### src/rtl/axi_io_pmp_err_slv.sv
// AXI4 error responder for transactions denied by the IO-PMP: swallows write data,
// returns one error B per write and arlen+1 filler beats with an error RRESP per read.
module axi_io_pmp_err_slv #(
  parameter int          DATA_WIDTH  = 32,
  parameter int          ID_WIDTH    = 8,
  parameter int          BUSER_WIDTH = 1,
  parameter int          RUSER_WIDTH = 1,
  parameter logic [1:0]  RESP        = 2'b11,
  parameter logic [31:0] ERR_DATA    = 32'hBADCAB1E
) (
  input  logic                   clk,
  input  logic                   rst,
  input  logic [ID_WIDTH-1:0]    s_axi_awid,
  input  logic [7:0]             s_axi_awlen,
  input  logic                   s_axi_awvalid,
  output logic                   s_axi_awready,
  input  logic                   s_axi_wlast,
  input  logic                   s_axi_wvalid,
  output logic                   s_axi_wready,
  output logic [ID_WIDTH-1:0]    s_axi_bid,
  output logic [1:0]             s_axi_bresp,
  output logic [BUSER_WIDTH-1:0] s_axi_buser,
  output logic                   s_axi_bvalid,
  input  logic                   s_axi_bready,
  input  logic [ID_WIDTH-1:0]    s_axi_arid,
  input  logic [7:0]             s_axi_arlen,
  input  logic                   s_axi_arvalid,
  output logic                   s_axi_arready,
  output logic [ID_WIDTH-1:0]    s_axi_rid,
  output logic [DATA_WIDTH-1:0]  s_axi_rdata,
  output logic [1:0]             s_axi_rresp,
  output logic                   s_axi_rlast,
  output logic [RUSER_WIDTH-1:0] s_axi_ruser,
  output logic                   s_axi_rvalid,
  input  logic                   s_axi_rready,
  output logic [1:0]             dbg_w_state,
  output logic                   dbg_r_state,
  output logic [7:0]             dbg_w_beats,
  output logic [7:0]             dbg_w_len,
  output logic [7:0]             dbg_r_remaining
);

  // Handshake rule on every channel: a transfer happens on the rising clk edge where
  // valid and ready are both 1; a raised valid is held, with its payload stable, until then.

  typedef enum logic [1:0] {W_IDLE = 2'd0, W_DATA = 2'd1, W_RESP = 2'd2} w_state_t;
  typedef enum logic       {R_IDLE = 1'b0, R_DATA = 1'b1} r_state_t;

  function automatic logic [DATA_WIDTH-1:0] fill_word();
    logic [DATA_WIDTH-1:0] f;
    for (int i = 0; i < DATA_WIDTH; i++) f[i] = ERR_DATA[i % 32];
    return f;
  endfunction

  localparam logic [DATA_WIDTH-1:0] FILL = fill_word();

  w_state_t              w_state, w_next;
  logic [ID_WIDTH-1:0]   w_id_next;
  logic [7:0]            w_beats, w_beats_next, w_len, w_len_next;
  r_state_t              r_state, r_next;
  logic [ID_WIDTH-1:0]   r_id_next;
  logic [7:0]            r_rem, r_rem_next;

  assign s_axi_bresp     = RESP;
  assign s_axi_rresp     = RESP;
  assign s_axi_buser     = '0;
  assign s_axi_ruser     = '0;
  assign s_axi_rdata     = FILL;
  assign dbg_w_state     = w_state;
  assign dbg_r_state     = r_state;
  assign dbg_w_beats     = w_beats;
  assign dbg_w_len       = w_len;
  assign dbg_r_remaining = r_rem;

  always_comb begin
    w_next       = w_state;
    w_id_next    = s_axi_bid;
    w_beats_next = w_beats;
    w_len_next   = w_len;
    case (w_state)
      W_IDLE: if (s_axi_awvalid && s_axi_awready) begin
        w_next       = W_DATA;
        w_id_next    = s_axi_awid;
        w_len_next   = s_axi_awlen;
        w_beats_next = 8'd0;
      end
      // wlast alone closes the burst; the beat count is kept only for observation.
      W_DATA: if (s_axi_wvalid && s_axi_wready) begin
        w_beats_next = w_beats + 8'd1;
        if (s_axi_wlast) w_next = W_RESP;
      end
      W_RESP: if (s_axi_bvalid && s_axi_bready) w_next = W_IDLE;
      default: w_next = W_IDLE;
    endcase
  end

  always_ff @(posedge clk or negedge rst) begin
    if (!rst) begin
      w_state       <= W_IDLE;
      s_axi_awready <= 1'b0;
      s_axi_wready  <= 1'b0;
      s_axi_bvalid  <= 1'b0;
      s_axi_bid     <= '0;
      w_beats       <= 8'd0;
      w_len         <= 8'd0;
    end else begin
      w_state       <= w_next;
      s_axi_awready <= (w_next == W_IDLE);
      s_axi_wready  <= (w_next == W_DATA);
      s_axi_bvalid  <= (w_next == W_RESP);
      s_axi_bid     <= w_id_next;
      w_beats       <= w_beats_next;
      w_len         <= w_len_next;
    end
  end

  always_comb begin
    r_next     = r_state;
    r_id_next  = s_axi_rid;
    r_rem_next = r_rem;
    case (r_state)
      R_IDLE: if (s_axi_arvalid && s_axi_arready) begin
        r_next     = R_DATA;
        r_id_next  = s_axi_arid;
        r_rem_next = s_axi_arlen;
      end
      R_DATA: if (s_axi_rvalid && s_axi_rready) begin
        if (s_axi_rlast) r_next = R_IDLE;
        else             r_rem_next = r_rem - 8'd1;
      end
      default: r_next = R_IDLE;
    endcase
  end

  always_ff @(posedge clk or negedge rst) begin
    if (!rst) begin
      r_state       <= R_IDLE;
      s_axi_arready <= 1'b0;
      s_axi_rvalid  <= 1'b0;
      s_axi_rlast   <= 1'b0;
      s_axi_rid     <= '0;
      r_rem         <= 8'd0;
    end else begin
      r_state       <= r_next;
      s_axi_arready <= (r_next == R_IDLE);
      s_axi_rvalid  <= (r_next == R_DATA);
      s_axi_rlast   <= (r_next == R_DATA) && (r_rem_next == 8'd0);
      s_axi_rid     <= r_id_next;
      r_rem         <= r_rem_next;
    end
  end

endmodule

### config.mk
export PLATFORM = sky130hd
export DESIGN_NAME = axi_io_pmp_err_slv
export DESIGN_NICKNAME = d
export VERILOG_FILES = /design/src/rtl/axi_io_pmp_err_slv.sv
export SDC_FILE = /design/constraint.sdc
export NUM_CORES = 1
export LEC_CHECK = 0
export CAP_MARGIN = 15
export CORE_MARGIN = 10
export CORE_UTILIZATION = 40
export CTS_BUF_LIST = sky130_fd_sc_hd__clkbuf_16
export CTS_CLUSTER_SIZE = 40
export DETAILED_ROUTE_END_ITERATION = 12
export PLACE_DENSITY = 0.81
export SYNTH_ARGS = -nofsm -noshare
export SYNTH_HDL_FRONTEND = slang
export SYNTH_SLANG_ARGS = --single-unit
### constraint.sdc
create_clock -name clk -period 2.46 [get_ports clk]
set_input_delay 0.492 -clock clk [delete_from_list [all_inputs] [get_ports clk]]
set_output_delay 0.492 -clock clk [all_outputs]
set_load 0.01 [all_outputs]
==> impl_results.md, run 1 <==
- Worst Hold Margin: around 0.19 ns
- Number of max-slew violations in the final report: 0
- Max-Cap Viols: 0
- Via-per-instance ratio: 4.80
- Resized Gates After CTS: 0
- # hold bufs at CTS: 0
- Setup fix buffers added after clock tree synthesis: 0
- Antenna Cells: 0
- EDFF count, synth: 0
- Area contributors post-synth: dfrtp_1, buf_4, mux2_2
- Placed Cells incl. Taps: 396
- Final critical-path setup slack: 0.193 ns
- Highest attainable clock frequency: 0.441 GHz
- Mean instance size in the synthesized netlist: 10.5 um2
- Final weighted congestion in routability-driven placement: 0.844
- Global-route wire length before repair: 10.7 mm
- Die Area: between 9000 and 10000 um2
- Number of synthesized register bits: between 40 and 50
- Fraction of layout cells with a size suffix above 1: 13.1%
- Highest net fanout along the worst path: 6
- Number of warnings printed during yosys synthesis: 0
- H-tree depth: 2
- Critical R2R Launch: dbg_r_remaining[0]$_DFF_PN0_
- Setup TNS: 0 ns
- Library cells used by synthesis: 40
- Layout Cells excl Fill: 404
- RSZ-0062 raised after global routing: no
- Most common cell in the netlist: dfrtp_1
- Shortest clock period the worst path allows after layout: ~2.3 ns
- Number of buffers on the longest clock path: 2
- Total detailed-routing wirelength: between 6 and 7 mm
- HPWL after detailed placement: roughly 5.2 mm
- Critical path class: reg2reg
- CP Data Arrival Time: 2.48 ns
- TritonCTS clock tree: yes
- DRC violation count after routing: 0
- Source-to-sink clock delay at the later pin of the worst-skew pair: around 0.28 ns
- Synth Flop Type: dfrtp_1
- Tcrit/Tclk final: 92.1%
- Number of top-level pins: 127
- Vias in the first global route: 2085
- Total setup violations reported at the end of the flow: 0
- Post-detailed-route count of antenna-violating nets: 0
- Setup WS pre-CTS: -0.000760 ns
- Initial detailed-routing violation count: 79
- GR Overflow Total: 0
- Finished Core Util: 58.6%
- Total power density per cell area: 1080 nW/um2
- Cell count after synthesis: 234
- Row Count: 28
- Antenna violations before repair: 0
- Die Y-Extent: approximately 99 um
- Worst endpoint required time: 2.67 ns
- Crit end category: flop
- Maximum number of pins on one net before global-route repair: 49
- Share of the yosys chip area belonging to registers: 48.7%
- Synth cell count leaders: dfrtp_1, buf_4, nand2_1
- Critical Path Source Type: flop
- Effective utilization at floorplan: 41.4%
- Die span in x: 98.5 um
- Total count of hold-check failures in the final report: 0
- Maximum ir drop on the vdd rail: 613 uV
- Count of input and output buffers: 88
- CP Launch Point: dbg_r_remaining[0]$_DFF_PN0_
- Area Growth Syn to Fin: 41.5%
- Post-synth top area cell: dfrtp_1
- Standard cell core area: 5960 um2
- Type of the tightest min-delay check: in2async
- Post-DR wirelength/cell: 16.2 um
- Root Driver: clkbuf_16
- Fin nets: 370
- Fraction of synthesis flops using an asynchronous set or reset pin: 100%
- Global router's overall resource usage: 13.1%
- Top cell type's share of synthesized area: approximately half
- Worst-case clock skew: around 0.0031 ns
- Post-Synthesis Cell Area: 2470 um2
- Number of sinks handled by clock tree synthesis: 48
- Static leakage: 1.62 nW
- Register clock-pin slew on the reported worst setup and hold paths: 0.06 ns
- Drt first pass iters: 4
- TritonCTS buffer count: 5
- Run status: complete, no violations
- Via total after detailed routing: 1939
==> placed cells by master, fill, tap and decap left out, types with 4 or more instances in the layout <==
cell type | netlist | layout
inv_1 | 7 | 8
nor2_1 | 10 | 10
mux2_2 | 17 | 17
a21oi_1 | 6 | 6
and3_1 | 4 | 4
clkdlybuf4s50_1 | 0 | 87
o22ai_1 | 4 | 4
dfrtp_1 | 48 | 48
a211oi_1 | 4 | 4
nand2_1 | 34 | 34
nand3_1 | 8 | 8
conb_1 | 2 | 38
xor2_1 | 8 | 8
clkbuf_16 | 0 | 5
buf_4 | 39 | 8
==> layer usage <==
| metal | share of wire, % | vias up | GRT usage [%] |
|---|---|---|---|
| li1 | - | 904 | - |
| met1 | 36 | 944 | 13.3 |
| met2 | 53 | 84 | 23.7 |
| met3 | 11 | 7 | 6.56 |
| met4 | 0.98 | 0 | 2.65 |
| met5 | 0 | - | 0 |
==> worst paths after layout <==
check	slack, ns	end	depth (start not counted)
worst min-delay path	0.19	s_axi_bid[3]$_DFFE_PN0P_	2
worst min register to register	0.48	s_axi_rid[1]$_DFFE_PN0P_	2
worst max register to register	0.19	s_axi_rlast$_DFF_PN0_	7
min in group clk	0.48	s_axi_rid[1]$_DFFE_PN0P_	2
worst max-delay path	0.19	s_axi_rlast$_DFF_PN0_	7
max in group asynchronous	2.04	dbg_w_beats[3]$_DFFE_PN0P_	2
==> worst max-delay path: stages (launching register included) <==
cell and delay [ns]:
dfrtp_1 0.44, inv_1 0.11, ha_1 0.29, and4bb_4 0.21
a311o_1 0.32, or3_1 0.39, nor4_1 0.19, and4bb_1 0.24
==> stage by stage <==
step	total power, mW	area (um2)
final	3.77	3490
after detailed placement	3.06	3330
after global placement	3.01	3330
after floorplan	2.16	2600
after CTS	3.83	3490
after global routing	4.02	3490
==> layout make-up <==
class	instances	area [um2]
clock buffer	5	125
clock inverter	3	38.8
fill	543	2460
inverter	7	26.3
multi-input combinational	169	1050
sequential	48	1200
tap	75	93.8
timing repair buffer	97	956
==> where the power goes <==
| part | total [mW] | leakage [nW] | switching, mW | internal (mW) |
|---|---|---|---|---|
| sequential | 1.38 | 0.589 | 0.275 | 1.11 |
| combinational | 1.65 | 0.948 | 0.690 | 0.957 |
| clock | 0.746 | 0.0850 | 0.272 | 0.474 |
==> registers in the layout, indices dropped and copies added (netlist names) <==
register and flops:
s_axi_arready 1, s_axi_rlast 1, s_axi_bvalid 1, s_axi_awready 1, dbg_r_state 1, s_axi_bid 8, dbg_r_remaining 8, s_axi_wready 1
dbg_w_len 8, dbg_w_state 2, dbg_w_beats 8, s_axi_rid 8
==> cells by family (layout without fill, tap and decap cells) <==
logic type,after synthesis,after routing,synth area share [%]
AOI/OAI and AO/OA,26,26,7.35
adders and majority gates,2,2,1.01
and+or+nand+nor,75,75,16.4
muxes,19,19,8.57
DFF,48,48,48.7
buffers and inverters,53,112,14.5
xor gates and xnor gates,9,9,3.19
other,2,38,0.304
Power figures use the tool's default switching activity.
==> run 2: changes to the inputs <==
CORE_MARGIN = not set   (was 10)
GPL_ROUTABILITY_DRIVEN = 1   (was not set)
==> impl_results.md, run 2 (synthesis gave the netlist of run 1 again) <==
- TritonCTS clock tree: yes (unchanged)
- Root Driver: clkbuf_16 (unchanged)
- Total count of hold-check failures in the final report: 0 (unchanged)
- Relative slew margins: 62.9%
- Total power density per cell area: 1050 nW/um2 (was 1080 nW/um2)
- H-tree depth: 2 (unchanged)
- RSZ-0062 raised after global routing: no (unchanged)
- Capture point of the worst reg-to-reg path: s_axi_rlast$_DFF_PN0_ (unchanged)
- Global router's overall resource usage: 17.0% (was 13.1%)
- Highest attainable clock frequency: 0.440 GHz (was 0.441 GHz)
- Die Area: 6490 um2 (was 9710 um2)
- Source-to-sink clock delay at the later pin of the worst-skew pair: 0.28 ns (about the same)
- Area Growth Syn to Fin: 39.9% (was 41.5%)
- HPWL after detailed placement: 3.94 mm (was 5.21 mm)
- Number of top-level pins: 127 (unchanged)
- Run status: complete, no violations (unchanged)
- Number of sinks handled by clock tree synthesis: 48 (unchanged)
- Post-route total power: 3.62 mW (was 3.77 mW)
- Worst-case clock skew: 0.00532 ns (was 0.00307 ns)
- Setup fix buffers added after clock tree synthesis: 0 (unchanged)
- Most frequent cells in the layout: clkdlybuf4s50_1, dfrtp_1, conb_1, nand2_1, mux2_2 (unchanged)
- Critical Path Source Type: flop (unchanged)
- Critical path class: reg2reg (unchanged)
- TritonCTS buffer count: 5 (unchanged)
- Post-detailed-route count of antenna-violating nets: 0 (unchanged)
- Most common cell after layout, fill and taps aside: clkdlybuf4s50_1 (unchanged)
- Summed area of non-filler cells in the final layout: 3450 um2 (was 3490 um2)
- Setup TNS: 0 ns (unchanged)
- Maximum number of pins on one net before global-route repair: 27 (was 49)
- Count of cells along the worst register-to-register path: 7 (unchanged)
- Global-route wire length before repair: 8.51 mm (was 10.7 mm)
- Crit end category: flop (unchanged)
- Shortest clock period the worst path allows after layout: 2.27 ns (about the same)
- Final weighted congestion in routability-driven placement: 0.817 (was 0.844)
- Antenna violations before repair: 0 (unchanged)
- Register clock-pin slew on the reported worst setup and hold paths: 0.07 ns (was 0.06 ns)
- Vias in the first global route: 1842 (was 2085)
- Flop-to-flop setup slack: 0.19 ns (about the same)
- Fin nets: 368 (was 370)
- Critical R2R Launch: dbg_r_remaining[0]$_DFF_PN0_ (unchanged)
- Highest net fanout along the worst path: 6 (unchanged)
- Maximum ir drop on the vdd rail: 621 uV (was 613 uV)
- Effective utilization at floorplan: 41.7% (was 41.4%)
- Worst endpoint required time: 2.68 ns (was 2.67 ns)
- Standard cell core area: 5920 um2 (was 5960 um2)
- Static leakage: 1.60 nW (was 1.62 nW)
- CP Data Arrival Time: 2.49 ns (was 2.48 ns)
- Type of the tightest min-delay check: in2async (unchanged)
- Post-DR wirelength/cell: 13.0 um (was 16.2 um)
- GR Overflow Total: 0 (unchanged)
- DRC violation count after routing: 0 (unchanged)
- Tcrit/Tclk final: 92.3% (was 92.1%)
- Number of buffers on the longest clock path: 2 (unchanged)
- Die span in x: 80.5 um (was 98.5 um)
- Count of input and output buffers: 88 (unchanged)
- Initial detailed-routing violation count: 64 (was 79)
- Row Count: 28 (unchanged)
- Number of max-slew violations in the final report: 0 (unchanged)
- # hold bufs at CTS: 0 (unchanged)
- Resized Gates After CTS: 0 (unchanged)
- Total setup violations reported at the end of the flow: 0 (unchanged)
- Drt first pass iters: 6 (was 4)
- Via total after detailed routing: 1912 (was 1939)
- Cell area after placement: 3310 um2 (was 3330 um2)
- Via-per-instance ratio: 4.76 (was 4.80)
- Total detailed-routing wirelength: 5.22 mm (was 6.53 mm)
- Antenna Cells: 0 (unchanged)
- Fraction of layout cells with a size suffix above 1: 12.5% (was 13.1%)
- Max-Cap Viols: 0 (unchanged)
- Die Y-Extent: 80.5 um (was 98.5 um)
- Tightest Pin Transition: 0.554 ns
run 2: cell count changes in the layout (fill, tap and decap cells not counted), sizes merged:
cell,delta
inv,-1
buf,-2
clkinv,+2
bufinv,-1
run 2: where the power goes:
group,internal [mW],switching [mW]
sequential,1.11,0.271
clock,0.369,0.275
combinational,0.953,0.650
total,2.43,1.20
run 2: per-stage QoR:
| step | hold slack (ns) | util [%] | setup slack [ns] | cells |
|---|---|---|---|---|
| global placement | 0.458 | 55.9 | 0.0674 | 394 |
| floorplan | 0.196 | - | 0.388 | 270 |
| finish | 0.185 | 58.3 | 0.189 | 402 |
| detailed placement | 0.463 | 55.9 | 0.00622 | 394 |
| CTS | 0.202 | 58.3 | 0.201 | 402 |
| global route | 0.226 | 58.3 | 0.0776 | 402 |
run 2: worst max-delay path by stage:
stage	to	startpoint	cells past startpoint
5_1_grt	s_axi_rlast$_DFF_PN0_	dbg_r_remaining[0]$_DFF_PN0_	7
3_3_place_gp	s_axi_rlast$_DFF_PN0_	s_axi_rready	6
3_5_place_dp	s_axi_rlast$_DFF_PN0_	s_axi_rready	6
4_1_cts	s_axi_rlast$_DFF_PN0_	dbg_r_remaining[0]$_DFF_PN0_	7
2_1_floorplan	s_axi_rlast$_DFF_PN0_	dbg_r_remaining[0]$_DFF_PN0_	7
6_report	s_axi_rlast$_DFF_PN0_	dbg_r_remaining[0]$_DFF_PN0_	7
run 2: per-layer routing:
| layer | part of all wire (%) | vias to the layer above | global-route usage (%) |
|---|---|---|---|
| li1 | - | 906 | - |
| met1 | 42 | 922 | 20.4 |
| met2 | 51 | 77 | 30.0 |
| met3 | 6.7 | 7 | 3.52 |
| met4 | 1.1 | 0 | 5.36 |
| met5 | 0 | - | 0 |
run 2: layout make-up:
type,instances,area (um2)
inverter,7,26.3
clock buffer,5,125
multi-input combinational,169,1050
timing repair buffer,95,941
clock inverter,3,13.8
sequential,48,1200
fill,517,2470
tap,75,93.8
run 2: critical path, cell delays in order, from the launching register on:
cell and delay (ns):
dfrtp_1 0.44, inv_1 0.10, ha_1 0.28, and4bb_4 0.21, a311o_1 0.33, or3_1 0.39
nor4_1 0.23, and4bb_1 0.23
